`config.mk`:
```
export PLATFORM = sky130hd
export DESIGN_NAME = baby_loader
export DESIGN_NICKNAME = d
export VERILOG_FILES = /design/src/rtl/baby_loader.sv
export SDC_FILE = /design/constraint.sdc
export NUM_CORES = 1
export LEC_CHECK = 0
export BUFFER_PORTS_ARGS = -buffer_cell sky130_fd_sc_hd__buf_2
export CAP_MARGIN = 20
export CORE_MARGIN = 10
export CORE_UTILIZATION = 56
export CTS_CLUSTER_DIAMETER = 80
export CTS_CLUSTER_SIZE = 14
export DETAILED_ROUTE_END_ITERATION = 12
export GPL_ROUTABILITY_DRIVEN = 1
export GPL_TIMING_DRIVEN = 1
export PLACE_DENSITY = 0.89
export SETUP_SLACK_MARGIN = 0.02
export SLEW_MARGIN = 15
export SYNTH_ARGS = -nofsm -noshare
export SYNTH_HDL_FRONTEND = slang
export SYNTH_SLANG_ARGS = --single-unit
```
`constraint.sdc`:
```
create_clock -name clk -period 3.9 [get_ports clk]
set_clock_uncertainty 0.05 [all_clocks]
set_input_delay 0.585 -clock clk [delete_from_list [all_inputs] [get_ports clk]]
set_output_delay 0.585 -clock clk [all_outputs]
set_load 0.02 [all_outputs]
```
`src/rtl/baby_loader.sv`:
```
// Program loader: streams host words into consecutive store lines, reads them back, checks the sum.
// Latency: write lands at end of accept cycle; done pulses count+2 cycles after the last accept.
// Backpressure: in_ready is high for the whole LOAD phase; in_valid gaps simply stretch LOAD.
module baby_loader #(
   parameter int DWIDTH = 32,
   parameter int AWIDTH = 5
) (
   input  logic              clk,
   input  logic              mrst,
   input  logic              start,
   input  logic [AWIDTH-1:0] base,
   input  logic [AWIDTH:0]   count,
   input  logic              abort,
   input  logic              in_valid,
   input  logic [DWIDTH-1:0] in_data,
   output logic              in_ready,
   output logic [AWIDTH-1:0] store_a,
   output logic [DWIDTH-1:0] store_d,
   output logic              store_we,
   input  logic [DWIDTH-1:0] store_q,
   output logic              busy,
   output logic              done,
   output logic              error,
   output logic [DWIDTH-1:0] checksum
);

   localparam logic [2:0] S_IDLE   = 3'd0;
   localparam logic [2:0] S_LOAD   = 3'd1;
   localparam logic [2:0] S_VERIFY = 3'd2;
   localparam logic [2:0] S_DRAIN  = 3'd3;
   localparam logic [2:0] S_DONE   = 3'd4;

   localparam logic [AWIDTH-1:0] ONE_A = {{(AWIDTH-1){1'b0}}, 1'b1};
   localparam logic [AWIDTH:0]   ONE_N = {{AWIDTH{1'b0}}, 1'b1};

   logic [2:0]        state;
   logic [AWIDTH-1:0] base_r;
   logic [AWIDTH-1:0] ptr;
   logic [AWIDTH:0]   count_r;
   logic [AWIDTH:0]   n;
   logic [DWIDTH-1:0] rdsum;
   logic [DWIDTH-1:0] rdsum_final;
   // Set on the first VERIFY cycle: store_q then still carries nothing we issued.
   logic              vfirst;
   logic              accept;
   logic              last_n;

   // Abort wins over a simultaneous word, so it gates the write itself.
   assign accept      = (state == S_LOAD) && in_valid && !abort;
   assign last_n      = (n == (count_r - ONE_N));
   assign rdsum_final = rdsum + store_q;

   // Store port and status outputs decode straight from state so reset clears them at once.
   always_comb begin
      in_ready = (state == S_LOAD);
      store_we = accept;
      store_a  = '0;
      store_d  = '0;
      if ((state == S_LOAD) || (state == S_VERIFY)) begin
         store_a = ptr;
      end
      if (accept) begin
         store_d = in_data;
      end
      busy = (state == S_LOAD) || (state == S_VERIFY) || (state == S_DRAIN);
      done = (state == S_DONE);
   end

   // Load / verify sequencer with running write and read sums.
   always_ff @(posedge clk or posedge mrst) begin
      if (mrst) begin
         state    <= S_IDLE;
         base_r   <= '0;
         count_r  <= '0;
         ptr      <= '0;
         n        <= '0;
         checksum <= '0;
         rdsum    <= '0;
         error    <= 1'b0;
         vfirst   <= 1'b0;
      end else begin
         case (state)
            S_IDLE: begin
               // A zero-length request is dropped without touching any result.
               if (start && (count != '0)) begin
                  base_r   <= base;
                  count_r  <= count;
                  ptr      <= base;
                  n        <= '0;
                  checksum <= '0;
                  rdsum    <= '0;
                  error    <= 1'b0;
                  state    <= S_LOAD;
               end
            end
            S_LOAD: begin
               if (abort) begin
                  error <= 1'b1;
                  state <= S_DONE;
               end else if (in_valid) begin
                  checksum <= checksum + in_data;
                  if (last_n) begin
                     ptr    <= base_r;
                     n      <= '0;
                     vfirst <= 1'b1;
                     state  <= S_VERIFY;
                  end else begin
                     ptr <= ptr + ONE_A;
                     n   <= n + ONE_N;
                  end
               end
            end
            S_VERIFY: begin
               ptr    <= ptr + ONE_A;
               n      <= n + ONE_N;
               vfirst <= 1'b0;
               if (!vfirst) begin
                  rdsum <= rdsum + store_q;
               end
               if (last_n) begin
                  state <= S_DRAIN;
               end
            end
            S_DRAIN: begin
               // Fold in the last readback and compare here so error is valid alongside done.
               rdsum <= rdsum_final;
               if (rdsum_final != checksum) begin
                  error <= 1'b1;
               end
               state <= S_DONE;
            end
            S_DONE: begin
               state <= S_IDLE;
            end
            default: begin
               state <= S_IDLE;
            end
         endcase
      end
   end

endmodule

```
**After elaboration in Yosys (flattened, before gate mapping)**

Index checks and enable logic that the tools add are counted.

- Flip-flop bits (word level): 91
- Logic and storage cells: 82
- Memories kept: 0
- Bits in writable memories: 0
- Bits in read-only memories: 0
- Latch bits: 0

- Eq/ne operators: 16
- Multiply operators: 0
- Bitwise gates (word level): 0
- Mux-type cells: 32
- Add/subtract/negate cells: 5
- Order comparisons: 0
- Divide/modulo/power cells: 0
- Reductions and logical operators: 20
- Shift operators: 0

Operator list:

| cell | count |
|---|---|
| 2-to-1 mux 32 bit | 5 |
| case mux 32 bit (3 select lines) | 1 |
| adder 32 bit | 2 |
| case mux 32 bit (2 select lines) | 1 |
| != test 32 bit | 1 |
| 2-to-1 mux 5 bit | 5 |
| 2-to-1 mux 6 bit | 4 |
| AND reduction 4 bit | 5 |
| case mux 6 bit (3 select lines) | 1 |
| 2-to-1 mux 3 bit | 5 |
| case mux 5 bit (3 select lines) | 1 |
| != test 2 bit (second input constant) | 6 |
| case mux 3 bit (4 select lines) | 1 |
| nonzero test 3 bit | 3 |
| adder 6 x 1 -> 6 bit (second input constant) | 1 |
| equality test 3 x 2 -> 1 bit (second input constant) | 2 |
| equality test 6 bit | 1 |
| 2-to-1 mux 1 bit | 6 |
| nonzero test 6 bit | 1 |
| subtractor 6 x 1 -> 6 bit (second input constant) | 1 |
| adder 5 x 1 -> 5 bit (second input constant) | 1 |
| != test 2 x 1 -> 1 bit (second input constant) | 2 |
| nonzero test 2 bit | 2 |
| equality test 3 x 1 -> 1 bit (second input constant) | 1 |
| 11 further kinds | 14 |

**Longest topological paths before layout**

Gate-level depths: netlist of run 1.

- Depth in word-level cells: 6
- Mapped depth: 14
- Depth with buffers taken out: 14

**Worst setup path before layout of run 1**

OpenSTA, ideal clock, no wires.

- Kind: input-to-reg
- Start point: input port store_q[0]
- End point: register error
- Stages: 14
- Path slack: 0.369 ns
- Required time: 3.726 ns
- Arrival: 3.358 ns
- Path buffers: 0
- Cells stage by stage: ha_1 > inv_1 > fa_1 > xnor2_1 > nor4_1 > o2111ai_1 > a2111oi_2 > nand4_1 > a311oi_1 > o2111ai_1 > or4_1 > nor4_2 > nand4_1 > o31a_1

- Cells in the longest elaborated chain, start to end: 4

Ends and longest elaborated chain:

| item | line | RTL |
|---|---|---|
| start: declaration | 20 | `input logic [DWIDTH-1:0] store_q,` |
| adder 32 bit | 51 | `assign rdsum_final = rdsum + store_q;` |
| != test 32 bit | 127 | `if (rdsum_final != checksum) begin` |
| != test 2 x 1 -> 1 bit (no line) | n/a |  |
| AND reduction 4 bit (no line) | n/a |  |
| end signal: assignment | 79 | `error <= 1'b0;` |
| end signal: assignment | 92 | `error <= 1'b0;` |
| end signal: assignment | 128 | `error <= 1'b1;` |
| end: declaration | 23 | `output logic error,` |

Every way passes these cells.
A chain may end at the register's enable or synchronous reset.

**Final worst setup path of run 1**

- Start point: register rdsum[0]
- End point: register error

- Cells in the longest elaborated chain, start to end: 4

Ends and longest elaborated chain:

| item | line | RTL |
|---|---|---|
| start: declaration | 41 | `logic [DWIDTH-1:0] rdsum;` |
| start signal: assignment | 118 | `rdsum <= rdsum + store_q;` |
| start signal: assignment | 126 | `rdsum <= rdsum_final;` |
| adder 32 bit | 51 |  |
| != test 32 bit | 127 |  |
| != test 2 x 1 -> 1 bit (no line) | n/a |  |
| AND reduction 4 bit (no line) | n/a |  |

Every way passes these cells.

==> qor.yml, run 1 <==
rows: 43
holdBufCountCts: 0
cts_tree: "built"
die_h_um: 140
post-route-util: 0.674
slew_viol_final: 0
final_cell_mix: "buf_2, dfrtp_1, nand2_1, ha_1, o21ai_0"
synth_cells: 953
grt_remaining_overflow: 0
max_cap_violations: 0
hold_viol: 0
critPathMaxFanout: 2
drc_errors: 0
fin_cells: 1288
dieArea_sq_um: 19600
pre_cts_ws_ps: -142
vdd_ir_drop_max_uv: 355
p_leak_nw: 4.78
ys_seq_elements: 91
area_growth_syn_to_layout_pct: 17.1
rsz0062_at_grt: "false"
crit_path_start: "rdsum[0]$_DFFE_PP0P_"
first_pass_iters: 5
clk_path_buf_depth: 2
clk_latency_ps: 360
r2r_start: "rdsum[0]$_DFFE_PP0P_"
yosys_warnings: 0
clkSlewWorstSetupHoldPaths_ps: 70
yosysSeqAreaShare: 0.283
avgSynthCellArea_sq_um: 8.45
final_common_cell: "buf_2"
status: "finished, final reports clean"
tns_ps: 0
grt_pass1_vias: 7929
yosys.area.top_type: "dfrtp_1"
vias_per_cell: 6.26
root_buffer: "clkbuf_16"
die_x_um: 140
setup_viol: 0
wirelength_mm: 24.9
fin_ws_ps: 238
core_sq_um: 14000
dp.cells: 1273
ant_nets: 0
min_period_ps: 3660
wl_per_cell_um: 19.3
synth_top_area_share: 0.283
netlist_area_sq_um: 8060
synth_edf_count: 0
drive_gt1_frac: 0.209
synth.net_count: 1100
ff2ff_path_depth: 14
timing.fmax_mhz: 273
dp_hpwl_mm: 19.7
synth_cell_type_count: 78
critPathArrivalTime_ps: 3860
track_usage: 0.246
hold_slack_ps: 336
cts_sinks: 91
worstPathRequired_ps: 4100
powerDensity_nw_per_um2: 613
htreeDepth: 3
synth-main-ff-cell: "dfrtp_1"
start_kind: "register"
port_buffers: 153
nets: 1251
grt_max_degree: 50
max_slew.worst_pin.slew_ps: 1010
antenna_found_initial: 1
grt_pass1_wl_mm: 40.2
ys_async_sr_fraction: 1.00
endpoint_kind: "register"
hold_path_class: "primary input to async pin"
crit_type: "register to register"
initial_utilization: 0.576
fin_crit_sh: 0.939
io_pins: 154
cts_buffers: 9
num_vias: 8065
cts_resized: 0
maxSlewHeadroom: 0.326
routabilityCongestion: 0.953
drt_iter0_drc: 754
cts_setup_buffers: 0
synth_area_leaders: "dfrtp_1, ha_1, xnor2_1, xor2_1, o21ai_0"
==> cells in the mapped netlist, types with 5 or more instances <==
cell type	number
buf_2	8
o21bai_1	5
nand2_1	77
o21ai_0	64
xor2_1	39
buf_1	5
xnor2_1	57
and2_1	10
nor2b_1	9
nand4_1	16
a31oi_1	10
a21o_1	33
nand2b_1	13
o211ai_1	8
ha_1	65
nor2_1	61
mux2_2	11
nor3_1	22
a211oi_1	13
and3_1	39
a21oi_1	62
clkbuf_1	32
nand3_1	48
o21a_1	12
o31ai_1	12
a22o_1	22
inv_1	22
dfrtp_1	91
==> area by class of cell <==
type,instances,area (sq um)
clock buffer,9,225
tap,180,225
antenna,1,2.50
timing repair buffer,187,1030
sequential,91,2280
inverter,22,83.8
multi-input combinational,793,5510
clock inverter,5,78.8
fill,1114,4560
==> critical path: stages (launching register included) <==
cell	delay, ps
dfrtp_1	400
ha_1	200
inv_1	80
fa_1	440
xnor2_1	150
nor4_1	210
o2111ai_1	200
a2111oi_2	240
nand4_1	130
a311oi_1	230
o2111ai_1	140
or4_1	520
nor4_2	170
nand4_1	140
o31a_1	260
==> path summary, 6_finish.rpt <==
| kind | slack [ps] | end |
|---|---|---|
| max | 240 | error$_DFFE_PP0P_ |
| min | 340 | count_r[1]$_DFFE_PP0P_ |
| max reg2reg | 240 | error$_DFFE_PP0P_ |
| min reg2reg | 440 | rdsum[17]$_DFFE_PP0P_ |
| max in group asynchronous | 2740 | checksum[25]$_DFFE_PP0P_ |
| min in group clk | 420 | count_r[1]$_DFFE_PP0P_ |
==> stage by stage <==
stage                     cell area [sq um]  power, mW
after floorplan                        8060       3.84
after global routing                   9430       6.17
after detailed placement               9130       4.80
after CTS                              9430       5.74
final                                  9430       5.78
after global placement                 9130       4.69
==> power breakdown <==
group / internal [mW] / switching (mW)
Combinational: 1.35 / 1.89
Sequential: 1.21 / 0.400
Clock: 0.554 / 0.383
==> routing by layer <==
metal	vias to the layer above	track usage	wire, um
li1	3836	-	-
met3	75	0.0534	2090
met4	0	0.110	969
met1	3789	0.310	10400
met5	-	0	0
met2	365	0.393	11400
==> kinds of logic (layout without fill, tap and decap cells) <==
kind of cell | after synthesis | in the layout | share of synthesized area
AOI/OAI and AO/OA | 288 | 288 | 0.242
xor gates and xnor gates | 98 | 98 | 0.110
adders and majority gates | 67 | 67 | 0.106
buffers and inverters | 69 | 223 | 0.0345
DFF | 91 | 91 | 0.283
muxes | 15 | 15 | 0.0203
other | 0 | 1 | 0
and+or+nand+nor | 325 | 325 | 0.204
==> sequential cells by signal (all words and copies together) (netlist names) <==
| register | flops |
|---|---|
| count_r | 6 |
| ptr | 5 |
| checksum | 32 |
| base_r | 5 |
| state | 3 |
| vfirst | 1 |
| rdsum | 32 |
| error | 1 |
| n | 6 |
(Power assumes the default switching activity.)
==> inputs of run 2 (changes only) <==
==> constraint.sdc (replaced) <==
create_clock -name clk -period 3.9 [get_ports clk]
set_clock_uncertainty 0.05 [all_clocks]
set_input_delay 0.585 -clock clk [delete_from_list [all_inputs] [get_ports clk]]
set_output_delay 0.585 -clock clk [all_outputs]
set_load 0.1 [all_outputs]
==> run 2 against run 1 <==
Register-to-register slack gained 50 ps. Fmax grew 1.5%. Hold slack gained 7.6 ps. Critical path type unchanged. Highest routed layer unchanged. Global-route usage grew 0.48 points.
==> qor.yml, run 2 (same netlist as run 1, synthesis figures left out) <==
htreeDepth: 3  # unchanged
die_x_um: 140  # unchanged
critPathMaxFanout: 4  # +2
setup_viol: 0  # unchanged
status: "finished, final reports clean"
num_vias: 8142  # +0.95%
clkPwrFrac: 0.109  # -0.053
vias_per_cell: 6.33  # +1.1%
grt_max_degree: 53  # +6.0%
root_buffer: "clkbuf_16"
ff2ff_path_depth: 13  # -1
endpoint_kind: "register"
reg_top3: "checksum: 32 flops, rdsum: 32 flops"
p_leak_nw: 4.85  # +1.4%
rows: 43  # unchanged
drive_gt1_frac: 0.210  # +0.00109
powerDensity_nw_per_um2: 727  # +19%
fin_crit_sh: 0.925  # -0.0136
grt_remaining_overflow: 0  # unchanged
crit_chain: "ha_1, fa_1, a21o_1, a21oi_2, o211ai_1, and2_1, o41a_1, a22oi_2, nand2b_1, a31o_2, a211oi_1, xnor2_1, a22o_1"
track_usage: 0.250  # +0.00484
max_cap_violations: 0  # unchanged
p_switching_mw: 4.05  # +51%
stdcell_area_sq_um: 9880  # +4.7%
final_common_cell: "buf_2"
cts_tree: "built"
r2r-end: "checksum[28]$_DFFE_PP0P_"
wl_per_cell_um: 19.7  # +2.2%
post-route-util: 0.706  # +0.0318
fillCellCount: 1056  # -5.2%
vdd_ir_drop_max_uv: 502  # +42%
port_buffers: 153  # unchanged
initial_utilization: 0.576  # unchanged
tns_ps: 0  # unchanged
first_pass_iters: 6  # +1
hold_viol: 0  # unchanged
final_cell_mix: "buf_2, dfrtp_1, nand2_1, ha_1, o21ai_0"
worstPathRequired_ps: 4090  # about the same
die_h_um: 140  # unchanged
start_kind: "register"
dp_hpwl_mm: 20.0  # +1.4%
wirelength_mm: 25.4  # +2.1%
ant_nets: 0  # unchanged
cts_sinks: 91  # unchanged
critPathArrivalTime_ps: 3800  # -60 ps
routabilityCongestion: 0.975  # +2.4%
max_stage_delay_ps: 470  # -50 ps
timing.fmax_mhz: 277  # +1.5%
slew_viol_final: 0  # unchanged
swShare: 0.563  # +0.101
grt_pass1_wl_mm: 41.1  # +2.4%
power_frac_comb: 0.667  # +0.107
rsz0062_at_grt: "false"
cp_slowest_cell: "o41a_1"
io_pins: 154  # unchanged
clk_latency_ps: 350  # about the same
pwr-share-seq: 0.224  # -0.054
p_int_mw: 3.13  # +0.84%
max_slew.worst_pin.slew_ps: 1060  # +50.2 ps
clk_path_buf_depth: 2  # unchanged
cts_buffers: 9  # unchanged
core_sq_um: 14000  # unchanged
clkSlewWorstSetupHoldPaths_ps: 60  # about the same
hold_path_class: "primary input to async pin"
drc_errors: 0  # unchanged
r2r_start: "checksum[0]$_DFFE_PP0P_"
postPlaceCellArea_sq_um: 9610  # +5.3%
reg2reg_slack_ps: 290  # +50 ps
area_growth_syn_to_layout_pct: 22.6
dieArea_sq_um: 19600  # unchanged
crit_type: "register to register"
min_period_ps: 3610  # -53.0 ps
diodes: 0  # -1
nets: 1251  # unchanged
maxSlewHeadroom: 0.292  # -0.0335
grt_pass1_vias: 8160  # +2.9%
drt_iter0_drc: 717  # -4.9%
antenna_found_initial: 0  # -1
## run 2: power by group through the flow
stage          clock network, mW  registers [mW]  logic, mW
6_report                   0.782            1.61       4.79
5_1_grt                    0.818            1.64       5.11
4_1_cts                    0.783            1.59       4.76
3_5_place_dp                   0            1.60       4.73
3_3_place_gp                   0            1.59       4.63
2_1_floorplan                  0            2.42       2.74
## run 2: per-stage QoR
stage	worst slack, ps	power (mW)	hold WS (ps)	instances
after floorplan	83.2	5.16	404	953
after global placement	-4.94	6.21	419	1273
after detailed placement	-98.9	6.33	427	1273
after CTS	239	7.14	375	1286
after global routing	31.6	7.56	422	1286
final	291	7.18	343	1286
## run 2: worst max-delay path: cells and delay by family (launching register included)
family          cells  cell delay [ps]
simple gates        2              300
fa+ha+maj           2              660
flops               1              440
compound gates      8             1910
xor+xnor            1              120
## run 2: area by class of cell
class | instances | area [sq um] | area share
timing repair buffer | 187 | 1520 | 0.154
clock buffer | 10 | 229 | 0.0232
tap | 180 | 225 | 0.0228
multi-input combinational | 793 | 5530 | 0.559
clock inverter | 3 | 18.8 | 0.00190
sequential | 91 | 2280 | 0.231
inverter | 22 | 83.8 | 0.00849
## run 2: layer usage
layer / vias to the layer above / wire (um) / global-route usage
met5: - / 0 / 0
met4: 0 / 939 / 0.108
met3: 67 / 2180 / 0.0527
met2: 395 / 12000 / 0.415
met1: 3853 / 10300 / 0.307
li1: 3827 / - / -
## run 2: worst max-delay path by stage
stage | end | depth (start not counted) | start | slack, ps
2_1_floorplan | checksum[28]$_DFFE_PP0P_ | 13 | checksum[0]$_DFFE_PP0P_ | 80
3_3_place_gp | error$_DFFE_PP0P_ | 16 | store_q[0] | -5
3_5_place_dp | error$_DFFE_PP0P_ | 15 | store_q[0] | -100
4_1_cts | error$_DFFE_PP0P_ | 14 | rdsum[0]$_DFFE_PP0P_ | 240
5_1_grt | error$_DFFE_PP0P_ | 14 | rdsum[0]$_DFFE_PP0P_ | 30
6_report | checksum[28]$_DFFE_PP0P_ | 13 | checksum[0]$_DFFE_PP0P_ | 290
## run 2: what timing repair did
action / CTS / global route
gates resized for setup: 0 / 3
setup buffers: 0 / 0
hold buffers: 0 / 0
setup endpoints to repair: 0 / 1
